[config.mk]
export PLATFORM = sky130hd
export DESIGN_NAME = mem_wb_stage
export DESIGN_NICKNAME = d
export VERILOG_FILES = /design/src/rtl/mem_wb_stage.sv
export SDC_FILE = /design/constraint.sdc
export NUM_CORES = 1
export LEC_CHECK = 0
export CAP_MARGIN = 20
export CORE_ASPECT_RATIO = 0.75
export CORE_MARGIN = 1
export CORE_UTILIZATION = 50
export CTS_BUF_LIST = sky130_fd_sc_hd__clkbuf_4
export DETAILED_ROUTE_END_ITERATION = 8
export DONT_BUFFER_PORTS = 1
export SLEW_MARGIN = 15
export SYNTH_ARGS = -nofsm -noshare
export SYNTH_HDL_FRONTEND = slang
export SYNTH_SLANG_ARGS = --single-unit
export TNS_END_PERCENT = 100
[constraint.sdc]
create_clock -name clk -period 1.9 [get_ports clk]
set_input_delay 0.38 -clock clk [delete_from_list [all_inputs] [get_ports clk]]
set_output_delay 0.38 -clock clk [all_outputs]
set_load 0.02 [all_outputs]
[src/rtl/mem_wb_stage.sv]
// MEM/WB stage: big-endian load alignment, GPR write-port register, HI/LO pair with forwarding.
// Latency 1 cycle mem_* -> write_*; wb_stall holds, mem_stall/flush insert a bubble.
module mem_wb_stage #(
    parameter int DATA_W     = 32,
    parameter int REG_ADDR_W = 5
) (
    input  logic                  clk,
    input  logic                  rst,
    input  logic                  flush,
    input  logic                  mem_stall,
    input  logic                  wb_stall,
    input  logic                  mem_write_en,
    input  logic [REG_ADDR_W-1:0] mem_write_reg_addr,
    input  logic [DATA_W-1:0]     mem_write_data,
    input  logic [2:0]            mem_load_op,
    input  logic [1:0]            mem_byte_off,
    input  logic                  mem_hilo_we,
    input  logic [DATA_W-1:0]     mem_hi,
    input  logic [DATA_W-1:0]     mem_lo,
    output logic                  write_en,
    output logic [REG_ADDR_W-1:0] write_reg_addr,
    output logic [DATA_W-1:0]     write_data,
    output logic [DATA_W-1:0]     hi_out,
    output logic [DATA_W-1:0]     lo_out
);

    localparam logic [2:0] OP_LB  = 3'b001;
    localparam logic [2:0] OP_LBU = 3'b010;
    localparam logic [2:0] OP_LH  = 3'b011;
    localparam logic [2:0] OP_LHU = 3'b100;
    localparam logic [2:0] OP_LW  = 3'b101;

    logic [7:0]        ld_byte;
    logic [15:0]       ld_half;
    logic [DATA_W-1:0] aligned_data;
    logic              misaligned;
    logic              cap_we;

    logic              wb_hilo_we;
    logic [DATA_W-1:0] wb_hi;
    logic [DATA_W-1:0] wb_lo;
    logic [DATA_W-1:0] hi_reg;
    logic [DATA_W-1:0] lo_reg;

    // Offset 0 is the most significant byte (big-endian).
    always_comb begin
        ld_byte = 8'h00;
        case (mem_byte_off)
            2'd0:    ld_byte = mem_write_data[31:24];
            2'd1:    ld_byte = mem_write_data[23:16];
            2'd2:    ld_byte = mem_write_data[15:8];
            default: ld_byte = mem_write_data[7:0];
        endcase
        ld_half = mem_byte_off[1] ? mem_write_data[15:0] : mem_write_data[31:16];
    end

    always_comb begin
        aligned_data = mem_write_data;
        misaligned   = 1'b0;
        case (mem_load_op)
            OP_LB:   aligned_data = {{(DATA_W-8){ld_byte[7]}}, ld_byte};
            OP_LBU:  aligned_data = {{(DATA_W-8){1'b0}}, ld_byte};
            OP_LH: begin
                aligned_data = {{(DATA_W-16){ld_half[15]}}, ld_half};
                misaligned   = mem_byte_off[0];
            end
            OP_LHU: begin
                aligned_data = {{(DATA_W-16){1'b0}}, ld_half};
                misaligned   = mem_byte_off[0];
            end
            OP_LW:   misaligned = (mem_byte_off != 2'd0);
            default: aligned_data = mem_write_data;
        endcase
    end

    assign cap_we = mem_write_en && !misaligned && (mem_write_reg_addr != '0);

    always_ff @(posedge clk) begin
        if (!rst || flush || (!wb_stall && mem_stall)) begin
            write_en       <= 1'b0;
            write_reg_addr <= '0;
            write_data     <= '0;
            wb_hilo_we     <= 1'b0;
            wb_hi          <= '0;
            wb_lo          <= '0;
        end else if (!wb_stall) begin
            write_en       <= cap_we;
            write_reg_addr <= mem_write_reg_addr;
            write_data     <= aligned_data;
            wb_hilo_we     <= mem_hilo_we;
            wb_hi          <= mem_hi;
            wb_lo          <= mem_lo;
        end
    end

    // Commits regardless of flush/stall: a HI/LO write already in WB always retires.
    always_ff @(posedge clk) begin
        if (!rst) begin
            hi_reg <= '0;
            lo_reg <= '0;
        end else if (wb_hilo_we) begin
            hi_reg <= wb_hi;
            lo_reg <= wb_lo;
        end
    end

    assign hi_out = wb_hilo_we ? wb_hi : hi_reg;
    assign lo_out = wb_hilo_we ? wb_lo : lo_reg;

endmodule

==> results of run 1 <==
[metrics by stage]
step	instance area [µm²]	utilization [%]
after global placement	7270	52.4
after detailed placement	7270	52.4
after floorplan	7210	-
[cell families after synthesis]
family | share of synthesized area (%)
AOI/OAI and AO/OA | 10.4
DFF | 46.4
and+or+nand+nor | 16.0
buffers and inverters | 4.70
muxes | 22.2
xor gates and xnor gates | 0.347
==> out/results.tsv, run 1 <==
stage	metric	value	unit
status	status	did not finish	
status	Halt Stage	clock tree synthesis (4_1_cts)	
status	First Err	[ERROR RSZ-0060] Max buffer count reached.	
synthesis	post-synth top area cell	dfxtp_1	
synthesis	count leader, synth	dfxtp_1	
synthesis	post-synth net total	811	
synthesis	Yosys top cell area share	46.4	%
synthesis	Yosys reg bits	167	
synthesis	ranking of synthesized cells by area	dfxtp_1 (46%), mux2_2 (10%), mux2i_1 (9.7%)	
synthesis	number of synthesized flops with an enable pin	0	
clock_tree	clock buffer depth	2	
place	Placed Instances	824	
synthesis	Synth Area per Inst	10.3	µm²
floorplanning	die height	106	µm
floorplanning	I/O Pins	215	
place	RePlAce Congestion	0.850	
clock_tree	CTS hold repair buffers	173	
clock_tree	CTS-repair resized insts	19	
floorplanning	Die Wd	141	µm
clock_tree	clock root buffer master	clkbuf_4	
place	# port buffers	0	
synthesis	most frequent cells after synthesis	dfxtp_1 (167), nor2_1 (74), and2_1 (72)	
clock_tree	Setup Buffers After CTS	3	
place	HPWL Detailed	11.3	mm
synthesis	async set-reset flop share out of synthesis	0	%
synthesis	YS warnings	0	
clock_tree	Num Clock Sinks	167	
clock_tree	H-tree depth	4	
synthesis	Post-synth top flop	dfxtp_1	
clock_tree	Num CTS Buffers	17	
place	pre-CTS setup slack	-0.0251	ns
synthesis	Post-Synthesis Cells	698	
synthesis	Unique masters post-synth	41	
synthesis	sequential share of the synthesized area	46.4	%
floorplanning	initial core utilization	51.9	%
synthesis	mapped cell area	7210	µm²
floorplanning	row count	37	
==> run 2, diff against run 1 <==
--- a/config.mk
+++ b/config.mk
@@ -6,12 +6,11 @@
 export NUM_CORES = 1
 export LEC_CHECK = 0
 export CAP_MARGIN = 20
-export CORE_ASPECT_RATIO = 0.75
 export CORE_MARGIN = 1
-export CORE_UTILIZATION = 50
-export CTS_BUF_LIST = sky130_fd_sc_hd__clkbuf_4
+export CORE_UTILIZATION = 35
 export DETAILED_ROUTE_END_ITERATION = 8
 export DONT_BUFFER_PORTS = 1
+export PLACE_DENSITY_LB_ADDON = 0.15
 export SLEW_MARGIN = 15
 export SYNTH_ARGS = -nofsm -noshare
 export SYNTH_HDL_FRONTEND = slang
==> run 2 against run 1 <==
Compared with the run above:
- the run now ends clean
- synthesized cell count is the same
- synthesized area is the same
==> out/results.tsv, run 2 <==
stage	metric	value	unit	change
timing	Final Hold Viols	0		
setup_path	critical path's slowest cell	mux2_2		
timing	min Tclk post-route	1.88	ns	
place	RePlAce Congestion	0.823		-3.2%
timing	Slew @ Worst Pin	1.03	ns	
setup_path	CP bufs+invs	2		
grt	Remaining Overflow, GRT	0		
grt	largest net degree at the start of global routing	131		
synthesis	Post-Synthesis Cells	698		unchanged
floorplanning	initial core utilization	35.6	%	-16 points
clock_tree	CTS hold repair buffers	0		-100%
worst_hold_path	Hold EP	write_data[15]$_SDFFE_PP0N_		
synthesis	post-synth net total	811		unchanged
clock_tree	CTS tree	done		
clock_tree	clk_lat worst skew	0.42	ns	
layout	Antenna diodes	0		
synthesis	post-synth top area cell	dfxtp_1		
synthesis	ranking of synthesized cells by area	dfxtp_1 (46%), mux2_2 (10%), mux2i_1 (9.7%)		
routing	wire length per cell	20.2	µm	
setup_path	Critical Path AT	1.50	ns	
timing	Max Clock Freq	0.532	GHz	
setup_path	crit-path max cell delay	0.41	ns	
routing	DRT antenna net count	0		
setup_path	register-to-register path setup slack	0.54	ns	
power	P per Cell Area	895	nW/µm²	
routing	WL final	19.4	mm	
synthesis	async set-reset flop share out of synthesis	0	%	unchanged
synthesis	Synth Area per Inst	10.3	µm²	unchanged
layout	post-layout instance area	8390	µm²	
power	Pleak	0.00334	µW	
clock_tree	clock buffer depth	2		unchanged
place	HPWL Detailed	11.9	mm	+5.6%
floorplanning	Die Footprint	21200	µm²	
status	status	completed		
timing	RSZ-0062 raised after global routing	true		
setup_path	CP Max Fanout	8		
layout	fill count	1961		
place	Post-DP Area	7370	µm²	+1.4%
setup_path	Startpoint Class	register		
job	max-cap viol count	0		
floorplanning	I/O Pins	215		unchanged
timing	Worst slew margin	31.4	%	
setup_path	WP data required	1.52	ns	
floorplanning	Core Box Area	20200	µm²	
layout	layout cells sized above 1	18.8	%	
synthesis	combinational family with the most area after synthesis	multiplexers		
setup_path	critical path class	register to output pin		
clock_tree	H-tree depth	4		unchanged
clock_tree	CTS clk-pin slew, worst paths	0.08	ns	
synthesis	Yosys reg bits	167		unchanged
clock_tree	clock root buffer master	clkbuf_16		
routing	DRT iter0 DRCs	205		
timing	final setup violation count	0		
grt	initial antenna violation count	1		
setup_path	crit-path cells	buf_4 > buf_12 > mux2_2		
layout	most common cell after layout, fill and taps aside	dfxtp_1		
routing	Post-route DRC	0		
place	# port buffers	0		unchanged
routing	Detailed Routing Iterations Pass 1	4		
worst_hold_path	hold path start	wb_stall		
routing	total number of vias	5087		
synthesis	Post-synth top flop	dfxtp_1		
synthesis	XOR/XNOR share of the synthesized area	0.347	%	unchanged
setup_path	Worst R2R Path Depth	4		
synthesis	number of synthesized flops with an enable pin	0		unchanged
synthesis	sequential share of the synthesized area	46.4	%	unchanged
floorplanning	row count	52		+41%
floorplanning	Die Wd	146	µm	+3.5%
timing	Tcrit/Tclk final	98.9	%	
synthesis	Unique masters post-synth	41		unchanged
grt	GRT Util Overall	17.4	%	
synthesis	most frequent cells after synthesis	dfxtp_1 (167), nor2_1 (74), and2_1 (72)		
grt	vias in the first global route	4995		
layout	final net count	791		
synthesis	Synth Area in Compound Gates	10.4	%	unchanged
timing	Slew Limit Fails	0		
setup_path	family with the most delay on the worst path	multiplexers		
worst_hold_path	Worst Hold Class	primary input to register		
synthesis	count leader, synth	dfxtp_1		
synthesis	Yosys top cell area share	46.4	%	unchanged
layout	Area Growth Syn to Fin	16.4	%	
clock_tree	Num Clock Sinks	167		unchanged
setup_path	Critical Path Sink Type	output pin		
timing	clock skew	0.00887	ns	
synthesis	Synth Area in Adders	0	%	unchanged
setup_path	reg2reg end	lo_reg[11]$_SDFF_PN0_		
synthesis	mux cell area share after synthesis	22.2	%	unchanged
setup_path	reg2reg start	wb_hilo_we$_SDFFE_PP0N_		
grt	first-pass GRT wire length	28.9	mm	
power	VDD IR max	531	µV	
layout	commonest cells after routing, fill and taps aside	dfxtp_1 (166), nor2_1 (74), and2_1 (72)		
worst_hold_path	worst hold path depth	1		
synthesis	YS warnings	0		unchanged
floorplanning	die height	146	µm	+37%
clock_tree	Num CTS Buffers	17		unchanged
synthesis	Post-Synth Simple-Gate Area	16.0	%	unchanged
power	total power	7510	µW	
synthesis	mapped cell area	7210	µm²	unchanged
routing	Vias/cell	5.29		
## run 2: cell counts after synthesis
Identical to the previous run, type by type.
## run 2: layer usage
layer / track usage [%] / up-vias / share of wire [%]
met4: 6.26 / 0 / 1.7
li1: - / 2410 / -
met1: 21.9 / 2457 / 44
met5: 0 / - / 0
met2: 27.1 / 197 / 45
met3: 6.65 / 23 / 8.7
## run 2: cells by family (layout without fill, tap and decap cells)
| kind of cell | Yosys count | after routing |
|---|---|---|
| mux | 142 | 142 |
| xor+xnor | 2 | 2 |
| flops | 167 | 167 |
| simple gates | 212 | 212 |
| compound gates | 99 | 99 |
| buf+inv | 76 | 69 |
## run 2: metrics by stage
step | worst slack (ns) | util, % | hold slack [ns] | setup TNS [ns] | std cells
2_1_floorplan | 0.215 | - | 0.458 | 0 | 698
3_3_place_gp | 0.0884 | 36.4 | 0.468 | 0 | 918
3_5_place_dp | 0.0592 | 36.4 | 0.483 | 0 | 918
4_1_cts | -0.0293 | 39.5 | 0.0419 | -1.20 | 951
5_1_grt | -0.0385 | 41.5 | 0.0667 | -0.185 | 961
6_report | 0.0208 | 41.5 | 0.0806 | 0 | 961
## run 2: area by class of cell
class,count,area (µm²),area share (%)
well taps,270,338,4.02
clock buffers,17,425,5.07
flip-flops and latches,167,3350,39.9
inverters,20,75.1,0.894
multi-input cells,455,3750,44.7
repair buffers,17,300,3.58
clock inverters,15,158,1.88
## run 2: repair_timing
item	4_1_cts	5_1_grt
buffers inserted	0	4
gates cloned	1	6
resized for setup	6	60
setup endpoints to repair	64	61
## run 2: power by group
group / switching, µW / leakage (µW) / internal (µW) / total [µW]
registers: 80.4 / 0.00135 / 3570 / 3650
clock network: 1610 / 0.000289 / 1760 / 3370
logic: 230 / 0.00169 / 266 / 496
total: 1920 / 0.00334 / 5600 / 7510
## run 2: worst max-delay path by stage
| stage | slack, ns | to | from | depth (start not counted) |
|---|---|---|---|---|
| 6_report | 0.02 | hi_out[7] | wb_hilo_we$_SDFFE_PP0N_ | 3 |
| 3_5_place_dp | 0.06 | write_data[20]$_SDFFE_PP0N_ | mem_byte_off[1] | 4 |
| 3_3_place_gp | 0.09 | write_data[30]$_SDFFE_PP0N_ | mem_byte_off[1] | 4 |
| 4_1_cts | -0.03 | lo_out[12] | wb_hilo_we$_SDFFE_PP0N_ | 2 |
| 2_1_floorplan | 0.22 | write_data[15]$_SDFFE_PP0N_ | mem_load_op[1] | 6 |
| 5_1_grt | -0.04 | lo_out[26] | wb_hilo_we$_SDFFE_PP0N_ | 3 |
## run 2: worst register-to-register path, cell delays in order (launching register included)
cell,delay (ns)
dfxtp_4,0.37
buf_4,0.14
buf_12,0.15
mux2_2,0.41
and2_1,0.18
No activity file was read; power rests on OpenSTA's default activity.
